$ cat config.mk
export PLATFORM = sky130hd
export DESIGN_NAME = iss_regread
export DESIGN_NICKNAME = d
export VERILOG_FILES = /design/src/rtl/iss_regread_pkg.sv /design/src/rtl/iss_regread_rr_lane.sv /design/src/rtl/iss_regread.sv
export SDC_FILE = /design/constraint.sdc
export NUM_CORES = 2
export LEC_CHECK = 0
export ABC_AREA = 1
export BUFFER_PORTS_ARGS = -buffer_cell sky130_fd_sc_hd__buf_2
export CAP_MARGIN = 20
export CORE_AREA = 2 2 454 456
export DETAILED_ROUTE_END_ITERATION = 10
export DIE_AREA = 0 0 456 458
export PLACE_DENSITY = 0.46
export SLEW_MARGIN = 20
export SYNTH_ARGS = -nofsm -noshare
export SYNTH_HDL_FRONTEND = slang
export SYNTH_HIERARCHICAL = 1
export SYNTH_SLANG_ARGS = --single-unit
$ cat constraint.sdc
create_clock -name clk -period 9.2 [get_ports clk]
set_input_delay 1.84 -clock clk [delete_from_list [all_inputs] [get_ports clk]]
set_output_delay 1.84 -clock clk [all_outputs]
set_load 0.02 [all_outputs]
$ cat src/rtl/iss_regread_pkg.sv
// Shared types for the register-read stage: issue/redirect bundles, the held
// lane payload and the redirect age test used by every lane.
package iss_regread_pkg;

  localparam int IWD  = 2;
  localparam int OPSZ = 64;
  localparam int PRSZ = 128;
  localparam int XLEN = 64;

  // fu bit that marks a memory op (eligible for address-first send)
  localparam int FU_MEM = 1;

  typedef struct packed {
    logic [15:0]      opid;  // bit 15 is the valid flag
    logic [3:0]       fu;
    logic [15:0]      prda;
    logic [1:0][15:0] prsa;
    logic [1:0]       prsb;  // per-source busy
    logic [31:0]      imm;
  } iss_bundle_t;

  typedef struct packed {
    logic [15:0] opid;   // bit 15 is the active flag
    logic [15:0] topid;  // oldest op in flight, reference for age compares
  } red_bundle_t;

  typedef struct packed {
    iss_bundle_t     op;
    logic [XLEN-1:0] a;
    logic [XLEN-1:0] b;
    logic            bval;
  } rr_bundle_t;

  typedef enum logic [1:0] {
    LANE_EMPTY = 2'd0,
    LANE_WAIT  = 2'd1,
    LANE_READY = 2'd2
  } lane_state_e;

  // Younger than the redirect when its distance from topid exceeds the
  // redirect's distance; one extra bit keeps the +1 from wrapping.
  function automatic logic is_younger(input logic [15:0] opid,
                                      input logic [15:0] red_opid,
                                      input logic [15:0] topid,
                                      input logic [15:0] opmask);
    logic [16:0] d_op;
    logic [16:0] d_red;
    d_op  = {1'b0, (opid - topid) & opmask};
    d_red = {1'b0, (red_opid - topid) & opmask} + 17'd1;
    return d_op >= d_red;
  endfunction

endpackage

$ cat src/rtl/iss_regread_rr_lane.sv
// One register-read lane: captures an issued op with bypassed operands, waits
// on busy sources by snooping write-back, and presents it with valid/ack.
module iss_regread_rr_lane
  import iss_regread_pkg::*;
#(
  parameter int nwb  = IWD,
  parameter int opsz = OPSZ
) (
  input  logic                       clk,
  input  logic                       rst,
  input  iss_bundle_t                in_bundle_i,
  input  logic [1:0][XLEN-1:0]       prf_rdata_i,
  input  red_bundle_t                red_bundle_i,
  input  logic [nwb-1:0]             wb_valid_i,
  input  logic [nwb-1:0][15:0]       wb_prda_i,
  input  logic [nwb-1:0][XLEN-1:0]   wb_data_i,
  input  logic                       fu_ack_i,
  output logic                       issue_o,
  output logic                       rr_valid_o,
  output rr_bundle_t                 rr_o,
  output logic [1:0]                 state_o
);

  localparam logic [15:0] OPMASK = 16'(opsz - 1);

  // Handshakes: issue_o/in_bundle_i.opid[15] transfer an op on a clock edge
  // when both are high; rr_valid_o/fu_ack_i transfer the held op likewise.
  // rr_valid_o never drops without an ack except on a redirect flush.

  lane_state_e          state_q;
  rr_bundle_t           rr_q;
  iss_bundle_t          acc_op;
  logic [1:0]           byp_hit;
  logic [1:0]           snp_hit;
  logic [1:0]           busy_in;
  logic [1:0]           busy_wait;
  logic [1:0][XLEN-1:0] byp_val;
  logic [1:0][XLEN-1:0] snp_val;
  logic                 red_act;
  logic                 held_young;
  logic                 in_young;
  logic                 accept;

  always_comb begin
    byp_hit = '0;
    byp_val = '0;
    snp_hit = '0;
    snp_val = '0;
    for (int k = 0; k < 2; k++) begin
      // Register 0 reads as zero and is never busy.
      if (in_bundle_i.prsa[k] == '0) begin
        byp_hit[k] = 1'b1;
      end else begin
        byp_val[k] = prf_rdata_i[k];
        for (int j = nwb - 1; j >= 0; j--) begin
          if (wb_valid_i[j] && (wb_prda_i[j] == in_bundle_i.prsa[k])) begin
            byp_hit[k] = 1'b1;
            byp_val[k] = wb_data_i[j];
          end
        end
      end
      for (int j = nwb - 1; j >= 0; j--) begin
        if (wb_valid_i[j] && (wb_prda_i[j] == rr_q.op.prsa[k])) begin
          snp_hit[k] = 1'b1;
          snp_val[k] = wb_data_i[j];
        end
      end
    end
    busy_in     = in_bundle_i.prsb & ~byp_hit;
    busy_wait   = rr_q.op.prsb & ~snp_hit;
    acc_op      = in_bundle_i;
    acc_op.prsb = busy_in;
  end

  assign red_act    = red_bundle_i.opid[15];
  assign held_young = red_act && is_younger(rr_q.op.opid, red_bundle_i.opid,
                                            red_bundle_i.topid, OPMASK);
  assign in_young   = red_act && is_younger(in_bundle_i.opid, red_bundle_i.opid,
                                            red_bundle_i.topid, OPMASK);
  assign issue_o    = (state_q == LANE_EMPTY) ||
                      ((state_q == LANE_READY) && fu_ack_i);
  assign accept     = in_bundle_i.opid[15] && issue_o && !in_young;

  always_ff @(posedge clk or posedge rst) begin
    if (rst) begin
      state_q <= LANE_EMPTY;
      rr_q    <= '0;
    end else if (accept) begin
      rr_q.op <= acc_op;
      rr_q.a  <= byp_val[0];
      rr_q.b  <= byp_val[1];
      if (busy_in == 2'b00) begin
        state_q   <= LANE_READY;
        rr_q.bval <= 1'b1;
      end else if (in_bundle_i.fu[FU_MEM] && (busy_in == 2'b10)) begin
        state_q   <= LANE_READY;
        rr_q.bval <= 1'b0;
      end else begin
        state_q   <= LANE_WAIT;
        rr_q.bval <= 1'b0;
      end
    end else if ((state_q != LANE_EMPTY) && held_young) begin
      state_q <= LANE_EMPTY;
    end else begin
      case (state_q)
        LANE_READY: begin
          if (fu_ack_i) state_q <= LANE_EMPTY;
        end
        LANE_WAIT: begin
          if (rr_q.op.prsb[0] && snp_hit[0]) rr_q.a <= snp_val[0];
          if (rr_q.op.prsb[1] && snp_hit[1]) rr_q.b <= snp_val[1];
          rr_q.op.prsb <= busy_wait;
          if (busy_wait == 2'b00) begin
            state_q   <= LANE_READY;
            rr_q.bval <= 1'b1;
          end
        end
        default: ;
      endcase
    end
  end

  assign rr_valid_o = (state_q == LANE_READY);
  assign rr_o       = rr_q;
  assign state_o    = state_q;

endmodule

$ cat src/rtl/iss_regread.sv
// Operand-fetch stage top: fans out PRF read addresses and the write-back bus
// to one register-read lane per issue slot.
module iss_regread
  import iss_regread_pkg::*;
#(
  parameter int iwd  = IWD,
  parameter int opsz = OPSZ,
  parameter int prsz = PRSZ,
  parameter int xlen = XLEN
) (
  input  logic                                   clk,
  input  logic                                   rst,
  input  iss_bundle_t [iwd-1:0]                  iss_bundle_i,
  output logic [iwd-1:0]                         issue_o,
  input  red_bundle_t                            red_bundle_i,
  output logic [iwd-1:0][1:0][$clog2(prsz)-1:0]  prf_raddr_o,
  input  logic [iwd-1:0][1:0][xlen-1:0]          prf_rdata_i,
  input  logic [iwd-1:0]                         wb_valid_i,
  input  logic [iwd-1:0][15:0]                   wb_prda_i,
  input  logic [iwd-1:0][xlen-1:0]               wb_data_i,
  output logic [iwd-1:0]                         rr_valid_o,
  output iss_bundle_t [iwd-1:0]                  rr_bundle_o,
  output logic [iwd-1:0][xlen-1:0]               rr_a_o,
  output logic [iwd-1:0][xlen-1:0]               rr_b_o,
  output logic [iwd-1:0]                         rr_bval_o,
  input  logic [iwd-1:0]                         fu_ack_i,
  output logic [iwd-1:0][1:0]                    lane_state_o
);

  localparam int AW = $clog2(prsz);

  for (genvar i = 0; i < iwd; i++) begin : g_lane
    rr_bundle_t lane_rr;

    assign prf_raddr_o[i][0] = iss_bundle_i[i].prsa[0][AW-1:0];
    assign prf_raddr_o[i][1] = iss_bundle_i[i].prsa[1][AW-1:0];

    iss_regread_rr_lane #(
      .nwb  (iwd),
      .opsz (opsz)
    ) u_lane (
      .clk          (clk),
      .rst          (rst),
      .in_bundle_i  (iss_bundle_i[i]),
      .prf_rdata_i  (prf_rdata_i[i]),
      .red_bundle_i (red_bundle_i),
      .wb_valid_i   (wb_valid_i),
      .wb_prda_i    (wb_prda_i),
      .wb_data_i    (wb_data_i),
      .fu_ack_i     (fu_ack_i[i]),
      .issue_o      (issue_o[i]),
      .rr_valid_o   (rr_valid_o[i]),
      .rr_o         (lane_rr),
      .state_o      (lane_state_o[i])
    );

    assign rr_bundle_o[i] = lane_rr.op;
    assign rr_a_o[i]      = lane_rr.a;
    assign rr_b_o[i]      = lane_rr.b;
    assign rr_bval_o[i]   = lane_rr.bval;
  end

endmodule
==> results by group <==
Synth
  – Main flop type after synthesis: dfrtp_1
  – Register area share after synthesis: 29.3%
  – Avg Cell Area, Syn: 6.02 um2
  – Mapped Cells: 6618
  – Synth cell types: 40
  – Yosys reg bits: 466
  – Cell Area, Synth: 39900 um2
  – EDFF count, synth: 0
  – Ys Warns: 6
  – Synth Net Count: 7328
  – Post-synth ARST share: 100%

STA
  – Max Clock Freq: 160 MHz
  – Hold Violations, Final: 0
  – Setup tns final: 0 ps
  – Clock Skew: 39.0 ps
  – Slew HR: 15.5%
  – Final min period: 6230 ps
  – Final WS setup: 2970 ps
  – Final Cycle Share: 67.7%
  – Slew @ Worst Pin: 1270 ps
  – Final setup vio count: 0
  – Max Slew Vio Count: 0
  – RSZ-0062 raised after global routing: no

Min path
  – Worst hold endpoint: g_lane[0].u_lane/rr_o[230]
  – Hold Crit Class: flip-flop to flip-flop
  – Hold depth: 1
  – Hold path startpoint: g_lane[0].u_lane/rr_o[230]

Die
  – Top Ports: 1156
  – Die Ht: 458 um
  – DIE WIDTH: 456 um
  – Initial core utilization: 19.6%
  – Die area: 209000 um2
  – Core area: 204000 um2
  – # rows: 166

CTS
  – CTS buffer count: 71
  – Post-CTS Setup Inserts: 0
  – Clock sink total: 466
  – CTS tree: done
  – Post-CTS Hold Fix Bufs: 0
  – Worst-Skew Late Latency: 730 ps
  – PostCTS Resize Cnt: 0
  – Clk buf depth: 3
  – Worst-path clk slew: 70 ps
  – Htree depth: 3
  – Clock Root Buffer: clkbuf_16

Pwr
  – Power density over the cells: 277 nW/um2
  – Maximum VDD drop: 202 uV
  – Leak: 0.0265 uW

Status
  – Status: completed

Detailed routing
  – Post-DRT Antenna Nets: 0
  – DR WL/cell: 29.2 um
  – Detailed Route WL: 299 mm
  – DRC violations left: 0
  – Iteration-0 DRC Markers: 5946
  – Vias: 52600
  – 1st-pass router iterations: 6
  – Vias per inst: 5.14

Layout
  – Final net count: 8122
  – Share of layout cells above drive strength 1: 18.9%
  – Seq. cell area: 11700 um2
  – Area of the multi-input gates: 24300 um2
  – Most common cell after layout, fill and taps aside: nand2_1
  – Most frequent cells in the layout: nand2_1 (2254), buf_2 (1136), nand3_1 (664), nor2_1 (556), o21ai_0 (524)
  – Layout fillers: 23200
  – Syn-to-layout area delta: 25.9%

GRT
  – GRT Util Overall: 27.4%
  – Antenna violations before repair: 101
  – Largest net degree at the start of global routing: 135
  – Number of global-route vias before repair: 49200
  – First-pass GRT wire length: 405 mm
  – Remaining global-route overflow: 0

Critical path
  – Max incr delay on CP: 860 ps
  – CP arrival: 6880 ps
  – CP Max Fanout: 125
  – RR Endpoint: g_lane[1].u_lane/rr_o[108]
  – Slack of the worst reg-to-reg path: 4390 ps
  – R2R Path Start: g_lane[1].u_lane/rr_o[217]
  – Worst path most repeated cell: nand2_1
  – Cells on worst reg2reg path: 16
  – Crit start category: input port
  – Crit-path slowest cell: inv_8
  – CP cell instances: buf_2, inv_1, ha_1, inv_1, fa_1, ha_1, xor2_1, ha_1, a21oi_1, nand2_1, a21oi_1, o21ai_0, nand2_1, nand3_1, nand2_2, nand2_8, inv_8, buf_12, nand2_1, nand2_1, nand2_1, nand2_1
  – Worst setup EP type: flip-flop
  – Setup Crit Path Kind: input port to flip-flop
  – CP Data Required Time: 9850 ps

Placed design
  – Port Buffer Count: 1136
  – Routability cong.: 0.977
  – DP HPWL: 215 mm
  – Setup WS pre-CTS: 2210 ps

Flow run
  – Max-cap violations: 0
[worst max path at each step]
stage | start | end | slack, ps | cells after the start
global route | red_bundle_i[16] | g_lane[0].u_lane/rr_o[67] | 2660 | 22
floorplan | rst | g_lane[0].u_lane/rr_o[0] | 970 | 1
CTS | red_bundle_i[16] | g_lane[0].u_lane/rr_o[67] | 3000 | 22
detailed placement | red_bundle_i[16] | g_lane[0].u_lane/rr_o[67] | 2210 | 22
global placement | red_bundle_i[16] | g_lane[0].u_lane/rr_o[67] | 2200 | 22
finish | red_bundle_i[16] | g_lane[0].u_lane/rr_o[67] | 2970 | 22
[metrics by stage]
stage	instance area [um2]	hold WS, ps	power [uW]	util (%)	instances
2_1_floorplan	39900	583	7530	-	6618
6_report	50200	472	13900	24.6	10200
3_3_place_gp	47500	451	10800	23.3	10000
4_1_cts	50000	468	13900	24.5	10200
3_5_place_dp	47500	452	10900	23.3	10000
5_1_grt	50100	486	14600	24.6	10200
[where the power goes]
group / internal [uW] / switching (uW)
clock: 1720 / 1270
sequential: 2990 / 874
combinational: 1870 / 5180
total: 6580 / 7320
[sequential cells by signal (all words and copies together) (netlist names)]
name,count
g_lane.u_lane/rr_o,462
g_lane.u_lane/state_o,4
[per-layer routing]
| metal | share of wire, % | global-route usage [%] |
|---|---|---|
| met4 | 7.2 | 18.3 |
| met3 | 8.8 | 6.52 |
| met1 | 39 | 33.4 |
| met5 | 0.061 | 0 |
| met2 | 45 | 43.0 |
[final cells by class]
cell class                 count  area share [%]
inverter                     520            3.96
timing repair buffer        1205            12.5
tap                         2688            6.70
antenna                       72           0.359
clock inverter                35           0.875
sequential                   466            23.2
clock buffer                  96            3.95
multi-input combinational   5148            48.4
[worst max-delay path: cells and delay by family]
| kind | cells | cell delay [ps] |
|---|---|---|
| AND/OR/NAND/NOR | 9 | 1370 |
| AO/OA/AOI/OAI | 3 | 360 |
| buffers and inverters | 5 | 1580 |
| XOR/XNOR | 1 | 280 |
| adder cells (fa/ha/maj) | 4 | 1180 |
[cells by family after synthesis]
family / synth area share, %
flip-flops: 29.3
buffers and inverters: 10.7
adder cells (fa/ha/maj): 1.75
XOR/XNOR: 2.29
AO/OA/AOI/OAI: 12.8
AND/OR/NAND/NOR: 43.3
[Yosys cell counts (4+ instances only)]
library cell / instances / area (um2)
buf_6: 10 / 113
fa_1: 6 / 120
clkbuf_1: 230 / 863
nand3_1: 682 / 3410
o21ai_0: 524 / 2620
or2_2: 16 / 100
nor2_2: 6 / 37.5
nand4_1: 386 / 2410
buf_2: 180 / 901
nor2_1: 560 / 2100
nand2_1: 2260 / 8480
and3_1: 4 / 25.0
o211ai_1: 6 / 45.0
a21boi_1: 4 / 30.0
xor2_1: 42 / 368
nand2b_1: 4 / 25.0
a21o_1: 4 / 30.0
nand3b_1: 12 / 90.1
a21boi_0: 6 / 45.0
buf_1: 14 / 52.6
a31oi_1: 130 / 813
inv_2: 22 / 82.6
inv_1: 498 / 1870
a21oi_1: 294 / 1470
clkbuf_2: 4 / 20.0
buf_4: 46 / 345
nor2b_1: 4 / 25.0
nor3b_1: 16 / 120
xnor2_1: 62 / 543
nand2_2: 4 / 25.0
nor3_1: 52 / 260
ha_1: 46 / 576
o21ai_1: 4 / 20.0
dfrtp_1: 466 / 11700
nor2_4: 4 / 45.0
Power figures use the tool's default switching activity.
